## config.mk

```make
export PLATFORM = sky130hd
export DESIGN_NAME = circuit1_ctrl_flat
export DESIGN_NICKNAME = d
export VERILOG_FILES = /design/src/rtl/circuit1_pkg.sv /design/src/rtl/circuit1_ctrl_if.sv /design/src/rtl/circuit1_addsub.sv /design/src/rtl/comparator.sv /design/src/rtl/multiplier.sv /design/src/rtl/circuit1_ctrl.sv /design/src/flat_wrapper.sv
export SDC_FILE = /design/constraint.sdc
export NUM_CORES = 1
export LEC_CHECK = 0
export CORE_AREA = 4 4 94 132
export CTS_CLUSTER_DIAMETER = 100
export DETAILED_ROUTE_END_ITERATION = 7
export DIE_AREA = 0 0 98 136
export PLACE_DENSITY = 0.81
export REMOVE_ABC_BUFFERS = 1
export SLEW_MARGIN = 0
export SYNTH_ARGS = -nofsm -noshare
export SYNTH_HDL_FRONTEND = slang
export SYNTH_SLANG_ARGS = --single-unit
```

## constraint.sdc

```tcl
create_clock -name clk -period 6 [get_ports clk]
set_input_delay 1.5 -clock clk [delete_from_list [all_inputs] [get_ports clk]]
set_output_delay 1.5 -clock clk [all_outputs]
set_load 0.02 [all_outputs]
```

## src/rtl/circuit1_pkg.sv

```systemverilog
// Shared types and constants for the circuit1 scheduled datapath.
// CIRCUIT1_CTRL_DUAL_ADD_EN selects the dual-adder schedule (3-edge latency).
package circuit1_pkg;

  typedef enum logic [2:0] {
    IDLE,
    ADD_D,
    ADD_E,
    ADD,
    CMP_MUL,
    SUB
  } state_t;

`ifdef CIRCUIT1_CTRL_DUAL_ADD_EN
  localparam int LATENCY = 3;
`else
  localparam int LATENCY = 4;
`endif

  localparam logic OP_ADD = 1'b0;
  localparam logic OP_SUB = 1'b1;

endpackage

```

## src/rtl/circuit1_ctrl_if.sv

```systemverilog
// Start/done job handshake between a host sequencer and circuit1_ctrl.
interface circuit1_ctrl_if #(
  parameter int W = 8
);
  logic           start;
  logic [W-1:0]   a;
  logic [W-1:0]   b;
  logic [W-1:0]   c;
  logic           busy;
  logic           done;
  logic [W-1:0]   z;
  logic [2*W-1:0] x;

  modport master (output start, a, b, c, input busy, done, z, x);
  modport slave  (input start, a, b, c, output busy, done, z, x);
endinterface

```

## src/rtl/circuit1_addsub.sv

```systemverilog
// Shared 2W-wide add/sub unit; purely combinational, wraps modulo 2^(2W).
module circuit1_addsub
  import circuit1_pkg::*;
#(
  parameter int W2 = 16
) (
  input  logic          op,
  input  logic [W2-1:0] lhs,
  input  logic [W2-1:0] rhs,
  output logic [W2-1:0] res
);

  assign res = (op == OP_SUB) ? (lhs - rhs) : (lhs + rhs);

endmodule

```

## src/rtl/comparator.sv

```systemverilog
// Unsigned greater-than comparator at DATAWIDTH.
module comparator #(
  parameter int DATAWIDTH = 8
) (
  input  logic [DATAWIDTH-1:0] a,
  input  logic [DATAWIDTH-1:0] b,
  output logic                 gt
);

  assign gt = (a > b);

endmodule

```

## src/rtl/multiplier.sv

```systemverilog
// Unsigned DATAWIDTH x DATAWIDTH multiplier with full 2*DATAWIDTH product.
module multiplier #(
  parameter int DATAWIDTH = 8
) (
  input  logic [DATAWIDTH-1:0]   a,
  input  logic [DATAWIDTH-1:0]   b,
  output logic [2*DATAWIDTH-1:0] prod
);

  assign prod = {{DATAWIDTH{1'b0}}, a} * {{DATAWIDTH{1'b0}}, b};

endmodule

```

## src/rtl/circuit1_ctrl.sv

```systemverilog
// Multi-cycle circuit1: z = max(a+b, a+c), x = a*c - (a+b), behind start/done.
// Define CIRCUIT1_CTRL_DUAL_ADD_EN to compute both sums in one state.
module circuit1_ctrl
  import circuit1_pkg::*;
#(
  parameter int DATAWIDTH = 8
) (
  input  logic            clk,
  input  logic            rst,
  circuit1_ctrl_if.slave  bus
);

  localparam int W = DATAWIDTH;

  state_t         state_reg;
  logic [W-1:0]   a_reg, b_reg, c_reg;
  logic [W-1:0]   d_reg, e_reg;
  logic [2*W-1:0] f_reg;
  logic           g_reg;
  logic           busy_reg, done_reg;
  logic [W-1:0]   z_reg;
  logic [2*W-1:0] x_reg;

  logic           as_op;
  logic [2*W-1:0] as_lhs, as_rhs, as_res;
  logic [2*W-1:0] prod;
  logic           d_gt_e;

  // Adds feed zero-extended operands and keep only the low W bits of the sum.
  always_comb begin
    as_op  = OP_ADD;
    as_lhs = {{W{1'b0}}, a_reg};
    as_rhs = {{W{1'b0}}, b_reg};
    case (state_reg)
      ADD_E: as_rhs = {{W{1'b0}}, c_reg};
      SUB: begin
        as_op  = OP_SUB;
        as_lhs = f_reg;
        as_rhs = {{W{1'b0}}, d_reg};
      end
      default: ;
    endcase
  end

  circuit1_addsub #(.W2(2*W)) u_addsub (
    .op  (as_op),
    .lhs (as_lhs),
    .rhs (as_rhs),
    .res (as_res)
  );

  multiplier #(.DATAWIDTH(W)) u_mul (
    .a    (a_reg),
    .b    (c_reg),
    .prod (prod)
  );

  comparator #(.DATAWIDTH(W)) u_cmp (
    .a  (d_reg),
    .b  (e_reg),
    .gt (d_gt_e)
  );

`ifdef CIRCUIT1_CTRL_DUAL_ADD_EN
  logic [W-1:0] e_sum;
  assign e_sum = a_reg + c_reg;
`endif

  always_ff @(posedge clk or negedge rst) begin
    if (!rst) begin
      state_reg <= IDLE;
      a_reg     <= '0;
      b_reg     <= '0;
      c_reg     <= '0;
      d_reg     <= '0;
      e_reg     <= '0;
      f_reg     <= '0;
      g_reg     <= 1'b0;
      busy_reg  <= 1'b0;
      done_reg  <= 1'b0;
      z_reg     <= '0;
      x_reg     <= '0;
    end else begin
      done_reg <= 1'b0;
      case (state_reg)
        IDLE: begin
          if (bus.start) begin
            a_reg    <= bus.a;
            b_reg    <= bus.b;
            c_reg    <= bus.c;
            busy_reg <= 1'b1;
`ifdef CIRCUIT1_CTRL_DUAL_ADD_EN
            state_reg <= ADD;
`else
            state_reg <= ADD_D;
`endif
          end
        end
`ifdef CIRCUIT1_CTRL_DUAL_ADD_EN
        ADD: begin
          d_reg     <= as_res[W-1:0];
          e_reg     <= e_sum;
          state_reg <= CMP_MUL;
        end
`else
        ADD_D: begin
          d_reg     <= as_res[W-1:0];
          state_reg <= ADD_E;
        end
        ADD_E: begin
          e_reg     <= as_res[W-1:0];
          state_reg <= CMP_MUL;
        end
`endif
        CMP_MUL: begin
          f_reg     <= prod;
          g_reg     <= d_gt_e;
          state_reg <= SUB;
        end
        SUB: begin
          x_reg     <= as_res;
          z_reg     <= g_reg ? d_reg : e_reg;
          done_reg  <= 1'b1;
          busy_reg  <= 1'b0;
          state_reg <= IDLE;
        end
        default: begin
          busy_reg  <= 1'b0;
          state_reg <= IDLE;
        end
      endcase
    end
  end

  assign bus.busy = busy_reg;
  assign bus.done = done_reg;
  assign bus.z    = z_reg;
  assign bus.x    = x_reg;

endmodule

```

## src/flat_wrapper.sv

```systemverilog
// flat-port wrapper written by rule: the top's interface ports become plain ports
module circuit1_ctrl_flat import circuit1_pkg::*;
#(
  parameter int DATAWIDTH = 8
)
  (clk, rst, bus_start, bus_a, bus_b, bus_c, bus_busy, bus_done, bus_z, bus_x);
  circuit1_ctrl_if #(.W((8))) bus_i ();
  input  logic clk;
  input  logic rst;
  input wire logic [$bits(bus_i.start)-1:0] bus_start;
  input wire logic [$bits(bus_i.a)-1:0] bus_a;
  input wire logic [$bits(bus_i.b)-1:0] bus_b;
  input wire logic [$bits(bus_i.c)-1:0] bus_c;
  output wire logic [$bits(bus_i.busy)-1:0] bus_busy;
  output wire logic [$bits(bus_i.done)-1:0] bus_done;
  output wire logic [$bits(bus_i.z)-1:0] bus_z;
  output wire logic [$bits(bus_i.x)-1:0] bus_x;
  assign bus_i.start = bus_start;
  assign bus_i.a = bus_a;
  assign bus_i.b = bus_b;
  assign bus_i.c = bus_c;
  assign bus_busy = bus_i.busy;
  assign bus_done = bus_i.done;
  assign bus_z = bus_i.z;
  assign bus_x = bus_i.x;
  circuit1_ctrl #(.DATAWIDTH(DATAWIDTH)) u_core (.clk(clk), .rst(rst), .bus(bus_i));
endmodule
```

==> results.md, run 1 <==
* Status: completed
* Post-synthesis register bit count at 86
* Setup Fix Bufs, Post-CTS at 0
* Reg2Reg Setup Slack at 1.45 ns
* Crit-path max cell delay at 0.58 ns
* Bufs on Longest Clock Path at 2
* Final Hold Violating Endpoints at 0
* Final setup violation count at 0
* Num CTS Buffers at 9
* Synth unique cells at 54
* Setup crit start kind: flop
* Clk Latency, worst-skew pair at 0.34 ns
* Primary FF master, synth: dfrtp_1
* Global-route wire length before repair at 25.6 mm
* MaxCap Viol Count at 0
* Post-route setup TNS at 0 ns
* CTS tree: yes
* Worst-Margin Slew at 0.870 ns
* Post-Synth Simple-Gate Area at 18.3%
* Most repeated library cell on the critical path: fa_1
* Largest net degree at the start of global routing at 56
* Via count at 5303
* Post-DR wirelength/cell at 16.9 um
* Vias in the first global route at 5350
* CP endpoint kind: flop
* Buffers on Ports at 52
* Hold Buf Count CTS at 0
* Crit. path cell count at 15
* Routability cong. at 0.921
* Final WL at 15.3 mm
* Layout cells sized above 1 at 7.88%
* Post-synthesis area per instance at 9.22 um2
* Yosys warnings at 0
* Synth area leader: dfrtp_1
* Crit-path max FO at 11
* DRT Pass-1 Iters at 5
* Core ar. at 11200 um2
* Clock Pin Slew Worst Setup and Hold Paths at 0.06 ns
* Post-synthesis cell count at 721
* Clock sink count at 86
* Ys async rst share at 100%
* Root Buffer: clkbuf_16
* Detail Placement HPWL at 12.0 mm
* Multiplexer area fraction after synthesis at 6.53%
* Peak Freq at 0.220 GHz
* Min cycle time layout at 4.55 ns
* Critical path data required time at 6.24 ns
* Die Span X at 98 um
* Resize count post-CTS at 0
* Crit. Startpoint: u_core.c_reg[6]$_DFFE_PN0P_
* Slowest stage cell, crit path: dfrtp_1
* Post-synthesis compound-gate area fraction at 13.3%
* Chip Height at 136 um
* Reg2reg start: u_core.c_reg[6]$_DFFE_PN0P_
* Die ar. at 13300 um2
* Reg2reg end: u_core.f_reg[13]$_DFFE_PN0P_
* Gr usage total at 23.9%
* Antenna Nets Post-Route at 0
* Reg2reg path depth at 15
* # fillers at 918
* Adder-cell share of the synthesized area at 21.3%
* CTS HTree Levels at 3
* Final Slew Violations at 0
* Initial antenna violation count at 0
* Via/cell ratio at 5.86
* Relative slew slack at 41.8%
* Nets at 876
* Overflow after GRT at 0
* Hold Crit Class: flop to flop
* Yosys top cell area share at 32.4%
* Synth Area in XOR/XNOR at 2.37%
* Mapped Area at 6650 um2
* RSZ-0062 raised after global routing: false
* Sequential share of the synthesized area at 32.4%
* Residual DRC count at 0
* ANT cells at 0
* Fin crit share at 75.9%
* P&R area growth vs syn at 13.3%
* Num ports at 53
* Class of the most critical setup path: flop to flop
* Crit path capture: u_core.f_reg[13]$_DFFE_PN0P_
* Initial DRC Count at 260
* Row count at 46
* CP arrival at 4.79 ns
* Post-synth EDFFs at 0
* CP top delay family: adder cells
* Crit path buffers/inverters at 3
* Worst-path cell chain: nand2_1 -> fa_1 -> fa_1 -> inv_1 -> fa_1 -> inv_1 -> fa_1 -> inv_1 -> ha_1 -> o21ai_0 -> a21oi_1 -> o221a_2 -> o211ai_1 -> and4_1 -> o31ai_1
* Starting Density at 59.2%
* Largest family of logic cells by synthesized area: adder cells
* Clock skew at 0.00798 ns
* Cells taking the most area after synthesis: dfrtp_1, fa_1, ha_1, nand2_1, and2_1
[tightest hold or removal path: cells and delay by family, from the launching register on]
kind	cells	cell delay, ns
flip-flops	1	0.34
AND/OR/NAND/NOR	1	0.05
AO/OA/AOI/OAI	1	0.06
[cells in the final DEF (no fill, tap or decap), types with 7 or more instances in the layout]
cell	instances
nor2_1	21
o21ai_0	62
inv_1	69
o211ai_1	7
clkbuf_16	9
o21a_1	8
dfrtp_1	86
mux2i_1	13
nand2_1	110
and2_1	57
xor2_1	10
fa_1	37
a21oi_1	17
nand3_1	12
xnor2_1	8
ha_1	54
a31oi_1	10
mux2_2	27
clkdlybuf4s50_1	51
nor3_1	8
a21o_1	7
[area by class of cell]
type | instances | area [um2] | share of cell area (%)
Timing Repair Buffer | 57 | 556 | 7.38
Clock buffer | 10 | 239 | 3.17
Clock inverter | 4 | 25.0 | 0.332
Multi-Input combinational cell | 535 | 4120 | 54.7
Tap cell | 144 | 180 | 2.39
Inverter | 69 | 259 | 3.44
Sequential cell | 86 | 2150 | 28.6
[stage by stage]
step / setup WS (ns) / instances / utilization (%) / area, um2 / hold slack (ns)
3_3_place_gp: 1.51 / 891 / 64.7 / 7260 / 0.462
5_1_grt: 1.13 / 905 / 67.1 / 7530 / 0.503
3_5_place_dp: 1.46 / 891 / 64.7 / 7260 / 0.471
6_report: 1.45 / 905 / 67.1 / 7530 / 0.476
2_1_floorplan: 0.819 / 690 / - / 6520 / 0.448
4_1_cts: 1.45 / 905 / 67.1 / 7530 / 0.484
[cells by family after synthesis]
family,after synthesis
DFF,86
muxes,40
buffers and inverters,100
and+or+nand+nor,246
adders and majority gates,91
AOI/OAI and AO/OA,140
xor gates and xnor gates,18
[synth_stat cells, types with 2 or more instances]
library cell,instances
nand2_1,110
dfrtp_1,86
inv_1,69
o21ai_0,62
and2_1,57
ha_1,54
fa_1,37
mux2_2,27
clkbuf_1,26
nor2_1,21
a21oi_1,17
mux2i_1,13
nand3_1,12
a31oi_1,10
xor2_1,10
nor3_1,8
o21a_1,8
xnor2_1,8
a21o_1,7
o211ai_1,7
nor3b_1,6
o31ai_1,6
nand2b_1,5
nor2b_1,5
or2_2,5
or3_1,5
a211oi_1,4
buf_1,2
buf_2,2
nand3b_1,2
nand4_1,2
nor4_1,2
o221ai_1,2
o221ai_2,2
o22ai_1,2
o32a_1,2
[metal layers]
layer | global-route usage, % | part of all wire, %
met2 | 44.5 | 54
met1 | 26.9 | 38
met4 | 10.3 | 3.7
met3 | 3.49 | 4.8
met5 | 0 | 0
[how the worst min path moves through the flow]
stage	from	slack, ns	end	cells past startpoint
final	u_core.bus.x[7]$_DFFE_PN0N_	0.48	u_core.bus.x[7]$_DFFE_PN0N_	2
after global routing	u_core.bus.x[7]$_DFFE_PN0N_	0.50	u_core.bus.x[7]$_DFFE_PN0N_	2
after CTS	u_core.bus.x[7]$_DFFE_PN0N_	0.48	u_core.bus.x[7]$_DFFE_PN0N_	2
after detailed placement	u_core.bus.x[7]$_DFFE_PN0N_	0.47	u_core.bus.x[7]$_DFFE_PN0N_	2
after global placement	u_core.bus.z[1]$_DFFE_PN0N_	0.46	u_core.bus.z[1]$_DFFE_PN0N_	2
after floorplan	u_core.f_reg[7]$_DFFE_PN0P_	0.45	u_core.f_reg[7]$_DFFE_PN0P_	2
Power of run 1 is not shown: default switching activity piles up to over one toggle a cycle in this logic, so the estimate is an artifact.
==> run 2: changes to the inputs <==
==> constraint.sdc (replaced) <==
create_clock -name clk -period 4.4 [get_ports clk]
set_input_delay 1.1 -clock clk [delete_from_list [all_inputs] [get_ports clk]]
set_output_delay 1.1 -clock clk [all_outputs]
set_load 0.02 [all_outputs]
==> run 2 against run 1 <==
Net effect: non-clock buffer count is 30 higher; wire length is 0.17% higher; maximum frequency is 6.4% higher; critical path type unchanged; critical endpoint unchanged.
==> results.md, run 2 (same netlist as run 1, synthesis figures left out) <==
* Status: completed
* Hold_ws at 0.474 ns (-0.00215 ns)
* CTS HTree Levels at 3 (unchanged)
* CP arrival at 4.47 ns (-0.32 ns)
* Fin crit share at 97.3% (+21 points)
* Peak Freq at 0.234 GHz (+6.4%)
* Num ports at 53 (unchanged)
* Crit. Startpoint: u_core.a_reg[3]$_DFFE_PN0P_
* Hold Buf Count CTS at 0 (unchanged)
* Initial antenna violation count at 0 (unchanged)
* Crit-path max FO at 6 (-5)
* Class of the most critical setup path: flop to flop
* Worst-Margin Slew at 1.05 ns (+0.181 ns)
* Hold Crit Class: flop to flop
* Design area at 7880 um2 (+4.6%)
* Row count at 46 (unchanged)
* Starting Density at 59.2% (unchanged)
* Nets at 906 (+3.4%)
* Min-delay src: u_core.bus.x[7]$_DFFE_PN0N_
* Largest net degree at the start of global routing at 87 (+55%)
* Post-DR wirelength/cell at 16.4 um (-3.1%)
* DRT Pass-1 Iters at 5 (unchanged)
* Initial DRC Count at 241 (-7.3%)
* Most frequent cells in the layout: nand2_1, dfrtp_1, inv_1, o21ai_0, and2_1
* Residual DRC count at 0 (unchanged)
* Detail Placement HPWL at 12.0 mm (about the same)
* Final Hold Violating Endpoints at 0 (unchanged)
* P&R area growth vs syn at 18.5%
* Global-route wire length before repair at 25.5 mm (-0.67%)
* Gr usage total at 23.7% (-0.16 points)
* CTS tree: yes
* MaxCap Viol Count at 0 (unchanged)
* Via/cell ratio at 5.75 (-1.9%)
* Reg2reg start: u_core.a_reg[3]$_DFFE_PN0P_
* Area post-placement at 7410 um2 (+2.1%)
* Min cycle time layout at 4.28 ns (-0.273 ns)
* Core ar. at 11200 um2 (unchanged)
* Vias in the first global route at 5465 (+2.1%)
* Setup crit start kind: flop
* Routability cong. at 0.950 (+3.2%)
* Core Util, Final at 70.2% (+3.1 points)
* Chip Height at 136 um (unchanged)
* Layout cells sized above 1 at 14.9% (+7.0 points)
* Overflow after GRT at 0 (unchanged)
* Relative slew slack at 29.9% (-12 points)
* CP endpoint kind: flop
* Clk Latency, worst-skew pair at 0.34 ns (about the same)
* Die Span X at 98 um (unchanged)
* Clock skew at 0.00603 ns (-0.00195 ns)
* Final WL at 15.4 mm (+0.17%)
* Root Buffer: clkbuf_16
* Final Slew Violations at 0 (unchanged)
* Pre-CTS WS at -0.0379 ns (-1.50 ns)
* Clock sink count at 86 (unchanged)
* Critical path data required time at 4.58 ns (-1.66 ns)
* Final setup violation count at 0 (unchanged)
* Die ar. at 13300 um2 (unchanged)
* Antenna Nets Post-Route at 0 (unchanged)
* Setup ws final at 0.118 ns (-1.33 ns)
* Bufs on Longest Clock Path at 2 (unchanged)
* Clock Pin Slew Worst Setup and Hold Paths at 0.06 ns (about the same)
* Buffers on Ports at 52 (unchanged)
* Via count at 5380 (+1.5%)
* ANT cells at 0 (unchanged)
* Num CTS Buffers at 9 (unchanged)
* Most common cell after layout, fill and taps aside: nand2_1
[run 2: cell count changes in the layout (fill, tap and decap cells not counted), moves of 3 or more]
| cell | change |
|---|---|
| dfrtp_1 | -8 |
| and2_4 | +3 |
| inv_1 | -4 |
| inv_2 | +4 |
| dfrtp_2 | +8 |
| ha_4 | +4 |
| ha_1 | -5 |
| buf_4 | +29 |
| and2_1 | -3 |
[run 2: final timing paths]
check,end,slack (ns),cells past startpoint
max in group asynchronous,u_core.a_reg[6]$_DFFE_PN0P_,2.70,1
worst min-delay path,u_core.bus.x[7]$_DFFE_PN0N_,0.47,2
worst max register to register,u_core.f_reg[13]$_DFFE_PN0P_,0.12,13
worst min register to register,u_core.bus.x[7]$_DFFE_PN0N_,0.47,2
min in group asynchronous,u_core.bus.done$_DFF_PN0_,0.94,1
worst max-delay path,u_core.f_reg[13]$_DFFE_PN0P_,0.12,13
[run 2: what timing repair did]
item                       CTS  global route
setup endpoints to repair    3             5
buffers inserted             0            10
pin swaps                    1            20
gates resized for setup      4            29
gates cloned                 0             0
[run 2: critical path, cell delays in order, from the launching register on]
cell	delay, ns
dfrtp_2	0.44
and2_4	0.17
fa_1	0.50
fa_1	0.52
fa_1	0.54
inv_2	0.04
fa_1	0.54
inv_2	0.05
ha_4	0.16
or3_1	0.35
o221a_2	0.28
o211ai_1	0.24
and4_1	0.22
o31ai_1	0.08
[run 2: per-stage QoR]
stage	cells	TNS [ns]
after global routing	936	-0.0253
after CTS	926	0
final	936	0
after floorplan	690	-6.47
after detailed placement	911	-0.0379
after global placement	911	0
[run 2: area by class of cell]
class                   instances  area (um2)
multi-input cells             535        4210
clock inverters                 4        48.8
repair buffers                 87         785
clock buffers                  11         233
fillers                       865        3350
flip-flops and latches         86        2160
inverters                      69         259
well taps                     144         180
[run 2: routing by layer]
metal	vias up	wire, um	global-route usage, %
met5	-	0	0
met4	0	578	10.5
met3	46	680	3.34
met2	185	8340	44.7
met1	2590	5760	26.2
li1	2559	-	-
Power of run 2 is left out for the same reason.
==> run 3: changes to the inputs <==
--- a/config.mk
+++ b/config.mk
@@ -9,6 +9,7 @@
 export CTS_CLUSTER_DIAMETER = 100
 export DETAILED_ROUTE_END_ITERATION = 7
 export DIE_AREA = 0 0 98 136
+export GPL_ROUTABILITY_DRIVEN = 0
 export PLACE_DENSITY = 0.81
 export REMOVE_ABC_BUFFERS = 1
 export SLEW_MARGIN = 0
==> run 3 against run 2 <==
Net effect: register-to-register slack is essentially flat; critical path depth did not move; utilization barely moved; clock skew grew 0.0016 ns; maximum frequency increased by 0.21%; die area did not move; wire length grew 0.19%; sequential share of layout area hardly changed.
==> results.md, run 3 (same netlist as run 1, synthesis figures left out) <==
* WL met3 at 696 um (+2.4%)
* Global-route wire length before repair at 25.4 mm (-0.35%)
* Fin crit share at 97.1% (-0.21 points)
* Setup crit start kind: flop
* Clock sink count at 86 (unchanged)
* Most common cell after layout, fill and taps aside: nand2_1
* Met1 WL at 5.94 mm (+3.1%)
* Via count at 5380 (unchanged)
* Highest metal layer with signal wires: met4
* P&R area growth vs syn at 18.5% (about the same)
* Chip Height at 136 um (unchanged)
* Final WL at 15.4 mm (+0.19%)
* CTS HTree Levels at 3 (unchanged)
* Nets at 902 (-0.44%)
* Final setup violation count at 0 (unchanged)
* CP endpoint kind: flop
* Initial DRC Count at 293 (+22%)
* Min cycle time layout at 4.27 ns (-0.00910 ns)
* Clock skew at 0.00759 ns (+0.00156 ns)
* Worst-Margin Slew at 1.10 ns (+0.0504 ns)
* Class of the most critical setup path: flop to flop
* Crit-path max FO at 7 (+1)
* Clock Pin Slew Worst Setup and Hold Paths at 0.06 ns (about the same)
* Die ar. at 13300 um2 (unchanged)
* Overflow after GRT at 0 (unchanged)
* Post-route setup TNS at 0 ns (unchanged)
* Final Hold Violating Endpoints at 0 (unchanged)
* Starting Density at 59.2% (unchanged)
* Reg2Reg Setup Slack at 0.13 ns (about the same)
* Status: completed
* Antenna Nets Post-Route at 0 (unchanged)
* Met2 wire length at 8.22 mm (-1.4%)
* Hold Crit Class: flop to flop
* Final Slew Violations at 0 (unchanged)
* ANT cells at 0 (unchanged)
* Initial antenna violation count at 0 (unchanged)
* Die Span X at 98 um (unchanged)
* Bufs on Longest Clock Path at 2 (unchanged)
* Row count at 46 (unchanged)
* Critical path data required time at 4.64 ns (+0.06 ns)
* Residual DRC count at 0 (unchanged)
* Via/cell ratio at 5.77 (+0.32%)
* Vias in the first global route at 5423 (-0.77%)
* DRT Pass-1 Iters at 5 (unchanged)
* Post-DR wirelength/cell at 16.5 um (+0.51%)
* CP arrival at 4.51 ns (+0.04 ns)
* Hold Buf Count CTS at 0 (unchanged)
* Peak Freq at 0.234 GHz (+0.21%)
* Relative slew slack at 26.5% (-3.4 points)
* Clk Latency, worst-skew pair at 0.34 ns (about the same)
* Root Buffer: clkbuf_16
* Detail Placement HPWL at 11.6 mm (-3.2%)
* Largest net degree at the start of global routing at 87 (unchanged)
* Gr usage total at 23.6% (-0.17 points)
* Most frequent cells in the layout: nand2_1, dfrtp_1, inv_1, o21ai_0, and2_1
* CTS tree: yes
* Buffers on Ports at 52 (unchanged)
* Core Util, Final at 70.2% (about the same)
* Core ar. at 11200 um2 (unchanged)
* Layout cells sized above 1 at 14.6% (-0.32 points)
* MaxCap Viol Count at 0 (unchanged)
* Num CTS Buffers at 9 (unchanged)
* Num ports at 53 (unchanged)
run 3: final timing paths:
kind / cells past startpoint / startpoint / end
min in group asynchronous: 1 / rst / u_core.bus.x[12]$_DFFE_PN0N_
worst min-delay path: 2 / u_core.bus.x[14]$_DFFE_PN0N_ / u_core.bus.x[14]$_DFFE_PN0N_
worst max register to register: 13 / u_core.c_reg[3]$_DFFE_PN0P_ / u_core.f_reg[13]$_DFFE_PN0P_
worst max-delay path: 13 / u_core.c_reg[3]$_DFFE_PN0P_ / u_core.f_reg[13]$_DFFE_PN0P_
worst min register to register: 2 / u_core.bus.x[14]$_DFFE_PN0N_ / u_core.bus.x[14]$_DFFE_PN0N_
max in group asynchronous: 1 / rst / u_core.a_reg[4]$_DFFE_PN0P_
run 3: what timing repair did:
action	4_1_cts	5_1_grt
endpoints found under the setup margin	3	7
setup buffers	0	8
resized for setup	6	26
pin swaps	0	12
run 3: per-layer routing:
layer | GRT usage (%) | vias up
met5 | 0 | -
met4 | 10.8 | 0
met3 | 3.08 | 39
met2 | 43.0 | 190
met1 | 27.4 | 2601
li1 | - | 2550
run 3: cell type report:
class,instances,area [um2]
Multi-Input combinational cell,535,4200
Fill cell,849,3350
Sequential cell,86,2160
Timing Repair Buffer,83,749
Inverter,69,259
Clock buffer,11,243
Tap cell,144,180
Clock inverter,5,81.3
run 3: worst max-delay path, stage by stage (launching register included):
cell	delay, ns
dfrtp_2	0.45
and2_1	0.20
fa_1	0.49
fa_1	0.52
fa_1	0.54
inv_2	0.04
fa_1	0.53
inv_1	0.06
ha_4	0.17
or3_1	0.38
o221a_4	0.24
o211ai_1	0.21
a31oi_1	0.11
o31ai_1	0.22
run 3: per-stage QoR:
step | setup slack, ns | cell area [um2] | instances | hold slack [ns]
after floorplan | -0.781 | 6520 | 690 | 0.448
after global placement | 0.101 | 7400 | 909 | 0.460
after detailed placement | -0.0669 | 7400 | 909 | 0.470
after CTS | 0.00326 | 7730 | 925 | 0.484
after global routing | -0.0309 | 7880 | 933 | 0.509
final | 0.128 | 7880 | 933 | 0.480
Power of run 3 is left out for the same reason.
